File: config.mk
export PLATFORM = sky130hd
export DESIGN_NAME = db15_joy_tx
export DESIGN_NICKNAME = d
export VERILOG_FILES = /design/src/rtl/db15_joy_tx.sv
export SDC_FILE = /design/constraint.sdc
export NUM_CORES = 1
export LEC_CHECK = 0
export BUFFER_PORTS_ARGS = -buffer_cell sky130_fd_sc_hd__buf_4
export CORE_MARGIN = 2
export CORE_UTILIZATION = 53
export DETAILED_ROUTE_END_ITERATION = 10
export PLACE_DENSITY = 0.76
export SLEW_MARGIN = 20
export SYNTH_ARGS = -nofsm -noshare
export SYNTH_HDL_FRONTEND = slang
export SYNTH_SLANG_ARGS = --single-unit
File: constraint.sdc
create_clock -name clk -period 1.8 [get_ports clk]
set_input_delay 0.36 -clock clk [delete_from_list [all_inputs] [get_ports clk]]
set_output_delay 0.36 -clock clk [all_outputs]
set_load 0.05 [all_outputs]
File: src/rtl/db15_joy_tx.sv
// Device-side DB15 serial joystick responder: presents two player words bit-serially, active-low.
// Optional link-loss timeout is enabled by defining DB15_JOY_TX_TIMEOUT_EN.
module db15_joy_tx #(
  parameter int PLAYER_BITS    = 12,
  parameter int SYNC_STAGES    = 2,
  parameter int TIMEOUT_CYCLES = 2000000
) (
  input  logic                   clk,
  input  logic                   reset,
  input  logic [PLAYER_BITS-1:0] joystick1,
  input  logic [PLAYER_BITS-1:0] joystick2,
  input  logic                   joy_clk,
  input  logic                   joy_load,
  output logic                   joy_data,
  output logic [4:0]             bit_idx,
  output logic                   frame_done,
  output logic                   link_active
);

  localparam int         FRAME_BITS = 2 * PLAYER_BITS;
  localparam logic [4:0] IDX_LAST   = 5'(FRAME_BITS - 1);
  localparam logic [4:0] IDX_END    = 5'(FRAME_BITS);

  if (SYNC_STAGES < 2 || SYNC_STAGES > 4 || TIMEOUT_CYCLES < 1 || FRAME_BITS > 31) begin : g_param_check
    $error("db15_joy_tx: parameter out of range");
  end

  typedef enum logic [1:0] {
    ST_IDLE,     // after reset, waiting for a first load
    ST_LOAD,     // initiator holds joy_load low
    ST_SHIFT,    // frame in progress
    ST_OVERRUN   // all frame bits delivered, reporting released
  } state_e;

  // Pin synchronizers; one extra registered copy of the last stage drives edge detection.
  logic [SYNC_STAGES-1:0] clk_sync_q;
  logic [SYNC_STAGES-1:0] load_sync_q;
  logic                   clk_prev_q;
  logic                   load_prev_q;

  // NOTE: sequential state uses non-blocking (<=) so every flop samples pre-edge values.
  always_ff @(posedge clk or posedge reset) begin
    if (reset) begin
      clk_sync_q  <= '1;
      load_sync_q <= '1;
      clk_prev_q  <= 1'b1;
      load_prev_q <= 1'b1;
    end else begin
      clk_sync_q  <= {clk_sync_q[SYNC_STAGES-2:0], joy_clk};
      load_sync_q <= {load_sync_q[SYNC_STAGES-2:0], joy_load};
      clk_prev_q  <= clk_sync_q[SYNC_STAGES-1];
      load_prev_q <= load_sync_q[SYNC_STAGES-1];
    end
  end

  logic clk_s;
  logic load_s;
  logic clk_rise;

  assign clk_s    = clk_sync_q[SYNC_STAGES-1];
  assign load_s   = load_sync_q[SYNC_STAGES-1];
  assign clk_rise = clk_s & ~clk_prev_q;

`ifdef DB15_JOY_TX_TIMEOUT_EN
  localparam int                CNT_W   = $clog2(TIMEOUT_CYCLES + 1);
  localparam logic [CNT_W-1:0]  CNT_MAX = CNT_W'(TIMEOUT_CYCLES);

  logic             load_fall;
  logic [CNT_W-1:0] idle_cnt_q;
  logic [CNT_W-1:0] idle_cnt_d;

  assign load_fall = ~load_s & load_prev_q;

  always_comb begin
    idle_cnt_d = idle_cnt_q;
    if (load_fall) begin
      idle_cnt_d = '0;
    end else if (idle_cnt_q != CNT_MAX) begin
      idle_cnt_d = idle_cnt_q + CNT_W'(1);
    end
  end

  // Starts saturated so the link only comes up on the first load after reset.
  always_ff @(posedge clk or posedge reset) begin
    if (reset) begin
      idle_cnt_q <= CNT_MAX;
    end else begin
      idle_cnt_q <= idle_cnt_d;
    end
  end

  assign link_active = (idle_cnt_q != CNT_MAX);
`else
  assign link_active = 1'b1;
`endif

  state_e                state_q;
  state_e                state_d;
  logic [FRAME_BITS-1:0] sr_q;
  logic [FRAME_BITS-1:0] sr_d;
  logic [4:0]            bit_idx_q;
  logic [4:0]            bit_idx_d;
  logic                  frame_done_q;
  logic                  frame_done_d;

  // NOTE: every always_comb output gets a default first, so no path can infer a latch.
  always_comb begin
    state_d      = state_q;
    sr_d         = sr_q;
    bit_idx_d    = bit_idx_q;
    frame_done_d = 1'b0;

    if (!load_s) begin
      // Load wins over a coincident clock edge; the last load cycle is the frame snapshot.
      state_d   = ST_LOAD;
      sr_d      = {~joystick2, ~joystick1};
      bit_idx_d = '0;
    end else if (clk_rise && state_q != ST_IDLE) begin
      sr_d = {1'b1, sr_q[FRAME_BITS-1:1]};
      if (bit_idx_q != IDX_END) begin
        bit_idx_d = bit_idx_q + 5'd1;
      end
      if (bit_idx_q == IDX_LAST) begin
        frame_done_d = 1'b1;
        state_d      = ST_OVERRUN;
      end else if (state_q == ST_LOAD) begin
        state_d = ST_SHIFT;
      end
    end else if (state_q == ST_LOAD) begin
      state_d = ST_SHIFT;
    end

`ifdef DB15_JOY_TX_TIMEOUT_EN
    if (!link_active) begin
      sr_d = '1;
    end
`endif
  end

  always_ff @(posedge clk or posedge reset) begin
    if (reset) begin
      state_q      <= ST_IDLE;
      sr_q         <= '1;
      bit_idx_q    <= '0;
      frame_done_q <= 1'b0;
    end else begin
      state_q      <= state_d;
      sr_q         <= sr_d;
      bit_idx_q    <= bit_idx_d;
      frame_done_q <= frame_done_d;
    end
  end

  // sr[0] is the bit on the wire; in load it tracks ~joystick1[0] one register behind.
  assign joy_data   = sr_q[0];
  assign bit_idx    = bit_idx_q;
  assign frame_done = frame_done_q;

endmodule

-- After elaboration in Yosys (flattened, before gate mapping)
Cells that the tools add are included.
W data, S select, Z words.
- register bits: 37
- word-level logic and storage cells: 32
- $add $sub $neg: 1
- eq/ne operators: 5
- mux-type cells: 12
- bitwise logic cells: 4
- reductions and logical operators: 3
- operators with widths (kind ; count):
    $mux W24 ; 2
    $not A12 Y12 ; 2
    $mux W5 ; 3
    $mux W2 ; 4
    $add A5 B1 Y5 const B ; 1
    $eq A5 B5 Y1 const B ; 1
    $ne A5 B5 Y1 const B ; 1
    $ne A2 B1 Y1 const B ; 2
    $mux W1 ; 3
    $eq A2 B1 Y1 const B ; 1
    $reduce_and A2 Y1 ; 1
    $reduce_bool A2 Y1 ; 1
    $and A1 B1 Y1 ; 1
    $logic_and A1 B1 Y1 ; 1
    $not A1 Y1 ; 1

-- Longest topological paths before layout
Gate-level depths: netlist of run 1.
- depth after elaboration: 5
- gate-level depth with buffers: 6
- depth with buffers taken out: 6

-- Worst setup path after synthesis of run 1
Ideal clock, no wire load.
- path type: flip-flop to flip-flop
- start: register bit_idx_q[0] (netlist: bit_idx[0])
- end: register bit_idx_q[1] (netlist: bit_idx[1])
- library setup time: 0.126 ns
- data arrival time: 1.387 ns
- data required time: 1.674 ns
- setup slack: 0.287 ns
- stages on the path, launching flop included: 7
- path buffers: 0
- period minus slack after synthesis: 1.513 ns
- path through: dfrtp_1 inv_1 ha_1 nand3_1 nand2b_1 o21a_1 o22ai_1
- cells in the longest elaborated chain, start to end: 4
- ends and longest elaborated chain (item ; RTL line ; RTL):
    start: declaration ; 101 ; logic [4:0] bit_idx_q;
    start signal: assignment ; 149 ; bit_idx_q <= bit_idx_d;
    $add A5 B1 Y5 ; 121 ; bit_idx_d = bit_idx_q + 5'd1;
    $mux W5 ; 120 ; if (bit_idx_q != IDX_END) begin
    $mux W5 ; 118 ; end else if (clk_rise && state_q != ST_IDLE) begin
    $mux W5 ; 113 ; if (!load_s) begin
Parallel ways exist; a longest one is shown, timed or not. The select of a mux whose other input is x is not followed.
A chain may end at the register's enable or synchronous reset.

-- Final worst setup path of run 1
- start: register sr_q[0]
- end: output port joy_data
- RTL lines (item ; RTL line ; RTL):
    start: declaration ; 99 ; logic [FRAME_BITS-1:0] sr_q;
    start signal: assignment ; 148 ; sr_q <= sr_d;
    end: declaration ; 14 ; output logic joy_data,
No word-level cell between the ends.

==> impl_metrics.json, run 1 <==
{
  "status": "finished clean",
  "vdd_drop_max_uv": 547,
  "cts_buffers": 5,
  "syn2layout_area_growth_pct": 23.3,
  "power_mw": 1.93,
  "ys_warn_count": 0,
  "nFillCells": 237,
  "yosysTopAreaCell": "dfstp_2",
  "crit_required_ns": 1.44,
  "syn_area_mm2": 0.00171,
  "hold_class": "primary input to register",
  "rsz0062_at_grt": "false",
  "vias": 1029,
  "finalSetupViolations": 0,
  "synth_area_leaders": "dfstp_2 45%, mux2i_1 27%, dfrtp_1 12%, ha_1 1.5%, nand3_1 1.5%",
  "clkLatencyLatePin_ns": 0.33,
  "gp_congestion": 0.694,
  "antenna_cells": 0,
  "rows": 20,
  "critical_path_class": "register to output port",
  "synth_nets": 157,
  "grt_util_all_layers": 0.175,
  "grt_pass1_wl_mm": 4.67,
  "synth.distinct_cells": 24,
  "path_cells": "buf_4",
  "cap_viol_max_count": 0,
  "final_util": 0.691,
  "wl_mm": 2.78,
  "crit_path_end_kind": "output port",
  "crit_slowest_cell": "dfstp_2",
  "critical_path.top_delay_family": "flip-flops",
  "cpPeakStageDelay_ns": 0.55,
  "drtIter0Drc": 34,
  "cts_resized": 0,
  "slew_viol_final": 0,
  "preCtsSetupSlack_ns": 0.429,
  "start_util": 0.561,
  "critPathArrivalTime_ns": 1.06,
  "dieWidth_um": 60.8,
  "synth-seq-area-share": 0.562,
  "routedWlPerCell_um": 13.3,
  "core-area_mm2": 0.00305,
  "vias_per_cell": 4.92,
  "worst_slack_ns": 0.377,
  "worst_setup_path_start_kind": "register",
  "grt-ovfl-total": 0,
  "drc_errors": 0,
  "dp_hpwl_mm": 1.98,
  "total_leakage_power_nw": 0.968,
  "ios": 36,
  "synth_top_area_frac": 0.445,
  "layout-drive-gt1-share": 0.467,
  "cts_post_setup_buffers_inserted": 0,
  "layout.nets": 194,
  "timing.final.crit_period_ns": 1.42,
  "clock.fmax_mhz": 703,
  "dr.pass1.iters": 3,
  "syn-instance-count": 127,
  "io_buffer_count": 34,
  "synth-seq-cells": 37,
  "syn_area_per_cell_um2": 13.5,
  "cellPowerDensity_mw_per_mm2": 913,
  "tns_ns": 0,
  "cp_max_fo": 2,
  "grt_pass1_vias": 1108,
  "cts-root-buf": "clkbuf_4",
  "grt_max_degree": 31,
  "die_h_um": 60.8,
  "clk_pin_slew_ns": 0.11,
  "clock_sinks": 37,
  "final.setup_skew_ns": 0.00907,
  "clockBufferDepth": 2,
  "ant_nets": 0,
  "cts_tree": "done",
  "cts-htree-levels": 2,
  "finalCritPeriodShare": 0.791,
  "hold_viol": 0,
  "antenna_found_initial": 0,
  "fin_cells": 209,
  "postCtsHoldBufs": 0,
  "fp.dieArea_mm2": 0.00370,
  "path_buf_inv": 1,
  "dpl.cell_count": 201
}
## kinds of logic (layout without fill, tap and decap cells)
logic type,after synthesis,count (layout),synth area share
compound gates,5,5,0.0197
buf+inv,12,50,0.0439
other cells,1,1,0.00219
xor+xnor,2,2,0.0102
fa+ha+maj,2,2,0.0146
flops,37,37,0.562
mux,47,47,0.275
simple gates,21,21,0.0724
## final timing paths
check / from / endpoint / slack [ns] / depth (start not counted)
setup reg to reg: clk_sync_q[1]$_DFF_PP1_ / sr_q[13]$_DFFE_PP1P_ / 0.43 / 5
hold / removal: joy_load / load_sync_q[0]$_DFF_PP1_ / 0.12 / 1
min in group asynchronous: reset / sr_q[14]$_DFFE_PP1P_ / 0.23 / 2
setup / recovery: sr_q[0]$_DFFE_PP1P_ / joy_data / 0.38 / 1
max in group asynchronous: reset / sr_q[3]$_DFFE_PP1P_ / 1.30 / 3
hold reg to reg: load_sync_q[0]$_DFF_PP1_ / load_sync_q[1]$_DFF_PP1_ / 0.37 / 0
## synthesized netlist by cell type, drive strengths merged
cell type / n
nand2: 2
nand4: 1
nor2: 6
ha: 2
o21a: 1
a21oi: 2
conb: 1
nor3: 3
buf: 7
nand2b: 2
a41o: 1
nand3: 5
nor2b: 2
inv: 5
mux2i: 47
xnor2: 2
o22ai: 1
dfrtp: 8
dfstp: 29
## metrics by stage
stage	cell area, µm²	hold slack, ns
6_report	2110	0.122
4_1_cts	2110	0.104
5_1_grt	2110	0.100
3_3_place_gp	2010	0.349
2_1_floorplan	1710	0.345
3_5_place_dp	2010	0.350
## registers in the layout, indices dropped and copies added (netlist names)
| register | count |
|---|---|
| bit_idx | 5 |
| frame_done | 1 |
| clk_prev_q | 1 |
| load_sync_q | 2 |
| clk_sync_q | 2 |
| state_q | 2 |
| sr_q | 24 |
## worst register-to-register path, stage by stage, from the launching register on
cell      delay, ns
dfstp_2        0.57
nand2b_4       0.07
nor2_4         0.10
buf_12         0.21
mux2i_1        0.24
mux2i_1        0.10
## where the power goes
part | internal (mW) | switching (mW)
logic | 0.140 | 0.131
registers | 0.967 | 0.0488
clock network | 0.374 | 0.265
## final cells by class
type / count / area (µm²) / share of cell area
sequential: 37 / 962 / 0.456
multi-input combinational: 78 / 674 / 0.320
timing repair buffer: 37 / 303 / 0.143
clock buffer: 6 / 62.6 / 0.0296
tap: 44 / 55.1 / 0.0261
clock inverter: 2 / 35.0 / 0.0166
inverter: 5 / 18.8 / 0.00889
## metal layers
metal  wire length [µm]  up-vias  track usage
li1                   -      516            -
met1               1190      488        0.197
met2               1440       23        0.312
met3                125        2       0.0533
met4                 20        0       0.0652
met5                  0        -            0
## layout by cell type (no fill, tap or decap), types with 3 or more instances in the layout
| cell type | netlist | routed |
|---|---|---|
| buf_4 | 2 | 35 |
| clkbuf_4 | 0 | 5 |
| dfrtp_1 | 8 | 8 |
| dfstp_2 | 29 | 29 |
| inv_1 | 5 | 5 |
| mux2i_1 | 47 | 47 |
| nand3_1 | 5 | 5 |
| nor2_1 | 4 | 4 |
| nor3_1 | 3 | 3 |
No activity file was read; power rests on OpenSTA's default activity.
==> inputs of run 2 (changes only) <==
--- a/config.mk
+++ b/config.mk
@@ -5,11 +5,12 @@
 export SDC_FILE = /design/constraint.sdc
 export NUM_CORES = 1
 export LEC_CHECK = 0
+export ABC_AREA = 1
 export BUFFER_PORTS_ARGS = -buffer_cell sky130_fd_sc_hd__buf_4
 export CORE_MARGIN = 2
-export CORE_UTILIZATION = 53
+export CORE_UTILIZATION = 49
 export DETAILED_ROUTE_END_ITERATION = 10
-export PLACE_DENSITY = 0.76
+export PLACE_DENSITY = 0.73
 export SLEW_MARGIN = 20
 export SYNTH_ARGS = -nofsm -noshare
 export SYNTH_HDL_FRONTEND = slang
==> constraint.sdc (replaced) <==
create_clock -name clk -period 1.15 [get_ports clk]
set_input_delay 0.23 -clock clk [delete_from_list [all_inputs] [get_ports clk]]
set_output_delay 0.23 -clock clk [all_outputs]
set_load 0.05 [all_outputs]
==> impl_metrics.json, run 2 <==
{
  "synth_nets": 230,
  "synth_area_leaders": "dfstp_2 42%, dfrtp_1 11%, nand2_1 10%, nand3_1 8.6%, o211ai_1 4.6%",
  "tns_ns": -1.89,
  "most-common-layout-cells": "43 x nand2_1, 40 x buf_4, 30 x nand3_1",
  "yosys.area_share.xor_xnor": 0,
  "layout.nets": 284,
  "final.setup_skew_ns": 0.00701,
  "rows": 22,
  "layout_commonest_cell": "nand2_1",
  "antenna_cells": 0,
  "wl_mm": 4.09,
  "synth-seq-cells": 37,
  "cellPowerDensity_mw_per_mm2": 1310,
  "route.met2.wl_mm": 2.04,
  "clock_sinks": 37,
  "grt_util_all_layers": 0.221,
  "synth.area.mux_share": 0,
  "reg2reg_depth": 8,
  "ys_warn_count": 0,
  "slew_viol_final": 0,
  "fp.dieArea_mm2": 0.00418,
  "syn-instance-count": 200,
  "clock.fmax_mhz": 792,
  "cts-root-buf": "clkbuf_8",
  "cts_buffers": 5,
  "drtIter0Drc": 121,
  "wl_met3_um": 224,
  "critical_path_class": "register to register",
  "path_cells": "inv_2 > ha_4 > nand3_4 > nor2_4 > inv_2 > nand2_4 > nand2_1 > nand2_1",
  "synth-compound-area-share": 0.0923,
  "clk_pin_slew_ns": 0.07,
  "worst_slack_ns": -0.112,
  "hold_slack_ns": 0.0481,
  "cts_tree": "done",
  "synth_top_family_by_area": "simple AND/OR/NAND/NOR gates",
  "antenna_found_initial": 0,
  "ys.flop_type": "dfstp_2",
  "vias_per_cell": 5.18,
  "largest_reg_flops": 24,
  "gp_congestion": 0.796,
  "fin_cells": 303,
  "timing.final.crit_period_ns": 1.26,
  "die_h_um": 64.7,
  "final_area_mm2": 0.00250,
  "ant_nets": 0,
  "worst_setup_path_start_kind": "register",
  "finalSetupViolations": 34,
  "synth.distinct_cells": 24,
  "dp_hpwl_mm": 2.55,
  "status": "complete, but fails checks",
  "layout-drive-gt1-share": 0.478,
  "grt-ovfl-total": 0,
  "dpl_cell_area_mm2": 0.00222,
  "rrSetupSlack_ns": -0.11,
  "synth_top_area_frac": 0.423,
  "crit_required_ns": 1.37,
  "grt_max_degree": 38,
  "clockBufferDepth": 2,
  "hold_viol": 0,
  "grt_pass1_wl_mm": 6.93,
  "ios": 36,
  "synth_common_cells": "48 x nand2_1, 31 x nand3_1, 29 x dfstp_2, 18 x nor2_1",
  "crit_path_end_kind": "register",
  "core-area_mm2": 0.00361,
  "power_mw": 3.28,
  "crit_slowest_cell": "dfrtp_2",
  "worstHoldPathCells": 1,
  "min_from": "joy_clk",
  "hold_class": "primary input to register",
  "syn2layout_area_growth_pct": 38.7,
  "yosysMostFrequentCell": "nand2_1",
  "total_leakage_power_nw": 1.12,
  "violations": "setup timing",
  "vdd_drop_max_uv": 669,
  "yosys.area_share.adder": 0.0139,
  "finalCritPeriodShare": 1.10,
  "synth-async-reset-ratio": 1.00,
  "cts-htree-levels": 2,
  "critPathArrivalTime_ns": 1.49,
  "critical_path.top_delay_family": "simple AND/OR/NAND/NOR gates",
  "vias": 1569,
  "yosysTopAreaCell": "dfstp_2",
  "synth_edf_count": 0,
  "rsz0062_at_grt": "true",
  "routedWlPerCell_um": 13.5,
  "regMostFlops": "sr_q",
  "dpl.cell_count": 286,
  "syn_area_mm2": 0.00180,
  "cpPeakStageDelay_ns": 0.44,
  "dieWidth_um": 64.7,
  "wirelength_met1_mm": 1.73,
  "r2r_end": "bit_idx[1]$_DFFE_PP0P_",
  "clkLatencyLatePin_ns": 0.29,
  "drc_errors": 0,
  "grt_pass1_vias": 1516,
  "cap_viol_max_count": 0,
  "dr.pass1.iters": 4,
  "r2r-start": "bit_idx[1]$_DFFE_PP0P_",
  "top_layer": "met4",
  "syn_area_per_cell_um2": 9.01,
  "start_util": 0.500,
  "synth-seq-area-share": 0.534,
  "synthSimpleGateAreaFrac": 0.291,
  "path_buf_inv": 2,
  "min_to": "clk_sync_q[0]$_DFF_PP1_",
  "io_buffer_count": 34,
  "cp_max_fo": 5
}
## run 2: cell types whose count changed in the layout (fill, tap and decap cells not counted), moves of 6 or more
cell and change:
clkbuf_8 +6, nor2_1 +13, o211ai_1 +11, buf_6 +9
nand3_1 +25, mux2i_1 -47, nand2_2 +6, nand2_1 +41
## run 2: timing repair
action                                 4_1_cts  5_1_grt
setup buffers                                5        3
hold buffers                                 1        0
endpoints found under the hold margin        8        0
setup endpoints to repair                   37       36
pin swaps                                    5        5
resized for setup                           24        5
## run 2: how the worst max path moves through the flow
| stage | from | cells past startpoint | endpoint | slack, ns |
|---|---|---|---|---|
| 3_3_place_gp | load_sync_q[1]$_DFF_PP1_ | 5 | sr_q[15]$_DFFE_PP1P_ | -0.12 |
| 3_5_place_dp | load_sync_q[1]$_DFF_PP1_ | 5 | sr_q[15]$_DFFE_PP1P_ | -0.16 |
| 5_1_grt | clk_sync_q[1]$_DFF_PP1_ | 7 | sr_q[18]$_DFFE_PP1P_ | -0.17 |
| 4_1_cts | clk_sync_q[1]$_DFF_PP1_ | 7 | bit_idx[1]$_DFFE_PP0P_ | -0.09 |
| 6_report | bit_idx[1]$_DFFE_PP0P_ | 8 | bit_idx[1]$_DFFE_PP0P_ | -0.11 |
| 2_1_floorplan | bit_idx[1]$_DFFE_PP0P_ | 8 | bit_idx[4]$_DFFE_PP0P_ | -0.12 |
## run 2: layout make-up
type | instances | area, µm²
sequential | 37 | 968
inverter | 12 | 45.0
multi-input combinational | 140 | 786
timing repair buffer | 58 | 552
tap | 48 | 60.1
clock buffer | 8 | 90.1
fill | 283 | 1100
## run 2: metal layers
layer / up-vias / track usage
li1: 760 / -
met2: 56 / 0.367
met1: 743 / 0.279
met3: 10 / 0.0451
met4: 0 / 0.0984
met5: - / 0
## run 2: cells by family (layout without fill, tap and decap cells)
| logic type | Yosys count | after routing |
|---|---|---|
| compound gates | 27 | 27 |
| fa+ha+maj | 2 | 2 |
| buf+inv | 23 | 78 |
| flops | 37 | 37 |
| other cells | 1 | 1 |
| simple gates | 110 | 110 |
## run 2: metrics by stage
stage / util / worst slack (ns)
floorplan: - / -0.118
global placement: 0.617 / -0.115
detailed placement: 0.617 / -0.159
CTS: 0.682 / -0.0887
global route: 0.694 / -0.167
finish: 0.694 / -0.112
## run 2: report_power, final
part	internal, mW	total (mW)	switching (mW)
clock	0.489	0.932	0.443
combinational	0.359	0.745	0.386
sequential	1.51	1.61	0.0922
total	2.36	3.28	0.922
==> inputs of run 3 (changes only) <==
--- a/config.mk
+++ b/config.mk
@@ -8,10 +8,10 @@
 export ABC_AREA = 1
 export BUFFER_PORTS_ARGS = -buffer_cell sky130_fd_sc_hd__buf_4
 export CORE_MARGIN = 2
-export CORE_UTILIZATION = 49
+export CORE_UTILIZATION = 51
+export CTS_BUF_LIST = sky130_fd_sc_hd__clkbuf_4
 export DETAILED_ROUTE_END_ITERATION = 10
-export PLACE_DENSITY = 0.73
-export SLEW_MARGIN = 20
+export PLACE_DENSITY = 0.76
 export SYNTH_ARGS = -nofsm -noshare
 export SYNTH_HDL_FRONTEND = slang
 export SYNTH_SLANG_ARGS = --single-unit
==> impl_metrics.json, run 3 (synthesis gave the netlist of run 2 again) <==
{
  "status": "complete, but fails checks",
  "violations": "setup timing",
  "worst_setup_path_start_kind": "register",
  "clock.fmax_mhz": 752,
  "finalCritPeriodShare": 1.16,
  "antenna_cells": 0,
  "cp_max_fo": 6,
  "cellPowerDensity_mw_per_mm2": 1230,
  "dr.pass1.iters": 4,
  "fp.dieArea_mm2": 0.00403,
  "critical_path_class": "register to register",
  "clock_sinks": 37,
  "start_util": 0.536,
  "crit_path_end_kind": "register",
  "wl_mm": 4.72,
  "routedWlPerCell_um": 15.0,
  "timing.final.crit_period_ns": 1.33,
  "cts_buffers": 5,
  "rows": 21,
  "vias_per_cell": 5.18,
  "core-area_mm2": 0.00336,
  "use_met2": 0.428,
  "final_util": 0.821,
  "drtIter0Drc": 146,
  "preCtsSetupSlack_ns": -0.134,
  "layout-drive-gt1-share": 0.576,
  "die_h_um": 63.5,
  "largest_reg_flops": 24,
  "grt_max_degree": 38,
  "clockBufferDepth": 2,
  "met3_usage": 0.0464,
  "rsz0062_at_grt": "true",
  "vdd_drop_max_uv": 921,
  "drc_errors": 0,
  "ios": 36,
  "io_buffer_count": 34,
  "most-common-layout-cells": "41 x nand2_1, 41 x buf_4, 29 x dfstp_2",
  "dpl.cell_count": 287,
  "cap_viol_max_count": 0,
  "clk_pin_slew_ns": 0.11,
  "tns_ns": -3.56,
  "crit_required_ns": 1.42,
  "hold_class": "primary input to register",
  "worst_slack_ns": -0.180,
  "syn2layout_area_growth_pct": 53.1,
  "grt-ovfl-total": 0,
  "cts_tree": "done",
  "layout.nets": 298,
  "dp_hpwl_mm": 2.55,
  "gp_congestion": 0.770,
  "vias": 1631,
  "cts-root-buf": "clkbuf_4",
  "grt_pass1_vias": 1674,
  "regMostFlops": "sr_q",
  "grt.busiest_layer": "met2",
  "fin_cells": 315,
  "clkLatencyLatePin_ns": 0.35,
  "grt_pass1_wl_mm": 7.53,
  "grt_util_all_layers": 0.238,
  "cts-htree-levels": 2,
  "antenna_found_initial": 0,
  "finalSetupViolations": 32,
  "critPathArrivalTime_ns": 1.60,
  "dieWidth_um": 63.5,
  "ant_nets": 0,
  "total_leakage_power_nw": 1.22,
  "slew_viol_final": 0,
  "hold_viol": 0,
  "met1_usage": 0.294,
  "final.setup_skew_ns": 0.0152
}
## run 3: repair_timing
action	CTS	global route
hold buffers	6	0
endpoints found under the setup margin	38	37
setup buffers	8	3
endpoints found under the hold margin	13	0
gates cloned	2	1
pin swaps	10	13
resized for setup	59	14
## run 3: per-stage QoR
stage          hold slack [ns]  power (mW)  instance area [µm²]
2_1_floorplan            0.234        2.00                 1830
3_3_place_gp             0.300        2.21                 2220
3_5_place_dp             0.307        2.23                 2220
4_1_cts                0.00123        3.34                 2680
5_1_grt                 0.0148        3.56                 2760
6_report                0.0297        3.40                 2760
## run 3: per-layer routing
layer	vias to the layer above	routed length, µm
met5	-	0
met4	0	82
met3	8	181
met2	38	2540
met1	792	1920
li1	793	-
## run 3: worst paths after layout
check,startpoint,endpoint,slack [ns],cells after the start
worst max register to register,clk_sync_q[1]$_DFF_PP1_,sr_q[19]$_DFFE_PP1P_,-0.18,6
worst min register to register,clk_sync_q[0]$_DFF_PP1_,clk_sync_q[1]$_DFF_PP1_,0.36,0
min in group asynchronous,reset,state_q[0]$_DFF_PP0_,0.49,4
worst max-delay path,clk_sync_q[1]$_DFF_PP1_,sr_q[19]$_DFFE_PP1P_,-0.18,6
worst min-delay path,joystick1[3],sr_q[3]$_DFFE_PP1P_,0.03,2
max in group asynchronous,reset,sr_q[19]$_DFFE_PP1P_,0.40,4
## run 3: cell type report
type | instances | area [µm²]
Inverter | 12 | 50.0
Fill cell | 208 | 603
Clock inverter | 3 | 40.0
Multi-Input combinational cell | 141 | 945
Timing Repair Buffer | 71 | 662
Tap cell | 46 | 57.6
Sequential cell | 37 | 968
Clock buffer | 5 | 37.5
## run 3: worst max-delay path: stages (launching register included)
cell,delay [ns]
dfstp_2,0.56
inv_2,0.06
nor2_8,0.14
buf_4,0.14
nand2_4,0.06
o21ai_1,0.21
nor2_1,0.08
## run 3: report_power, final
part           internal [mW]  total (mW)  switching, mW
logic                  0.423       0.883          0.460
registers               1.51        1.62          0.102
clock network          0.452       0.897          0.445
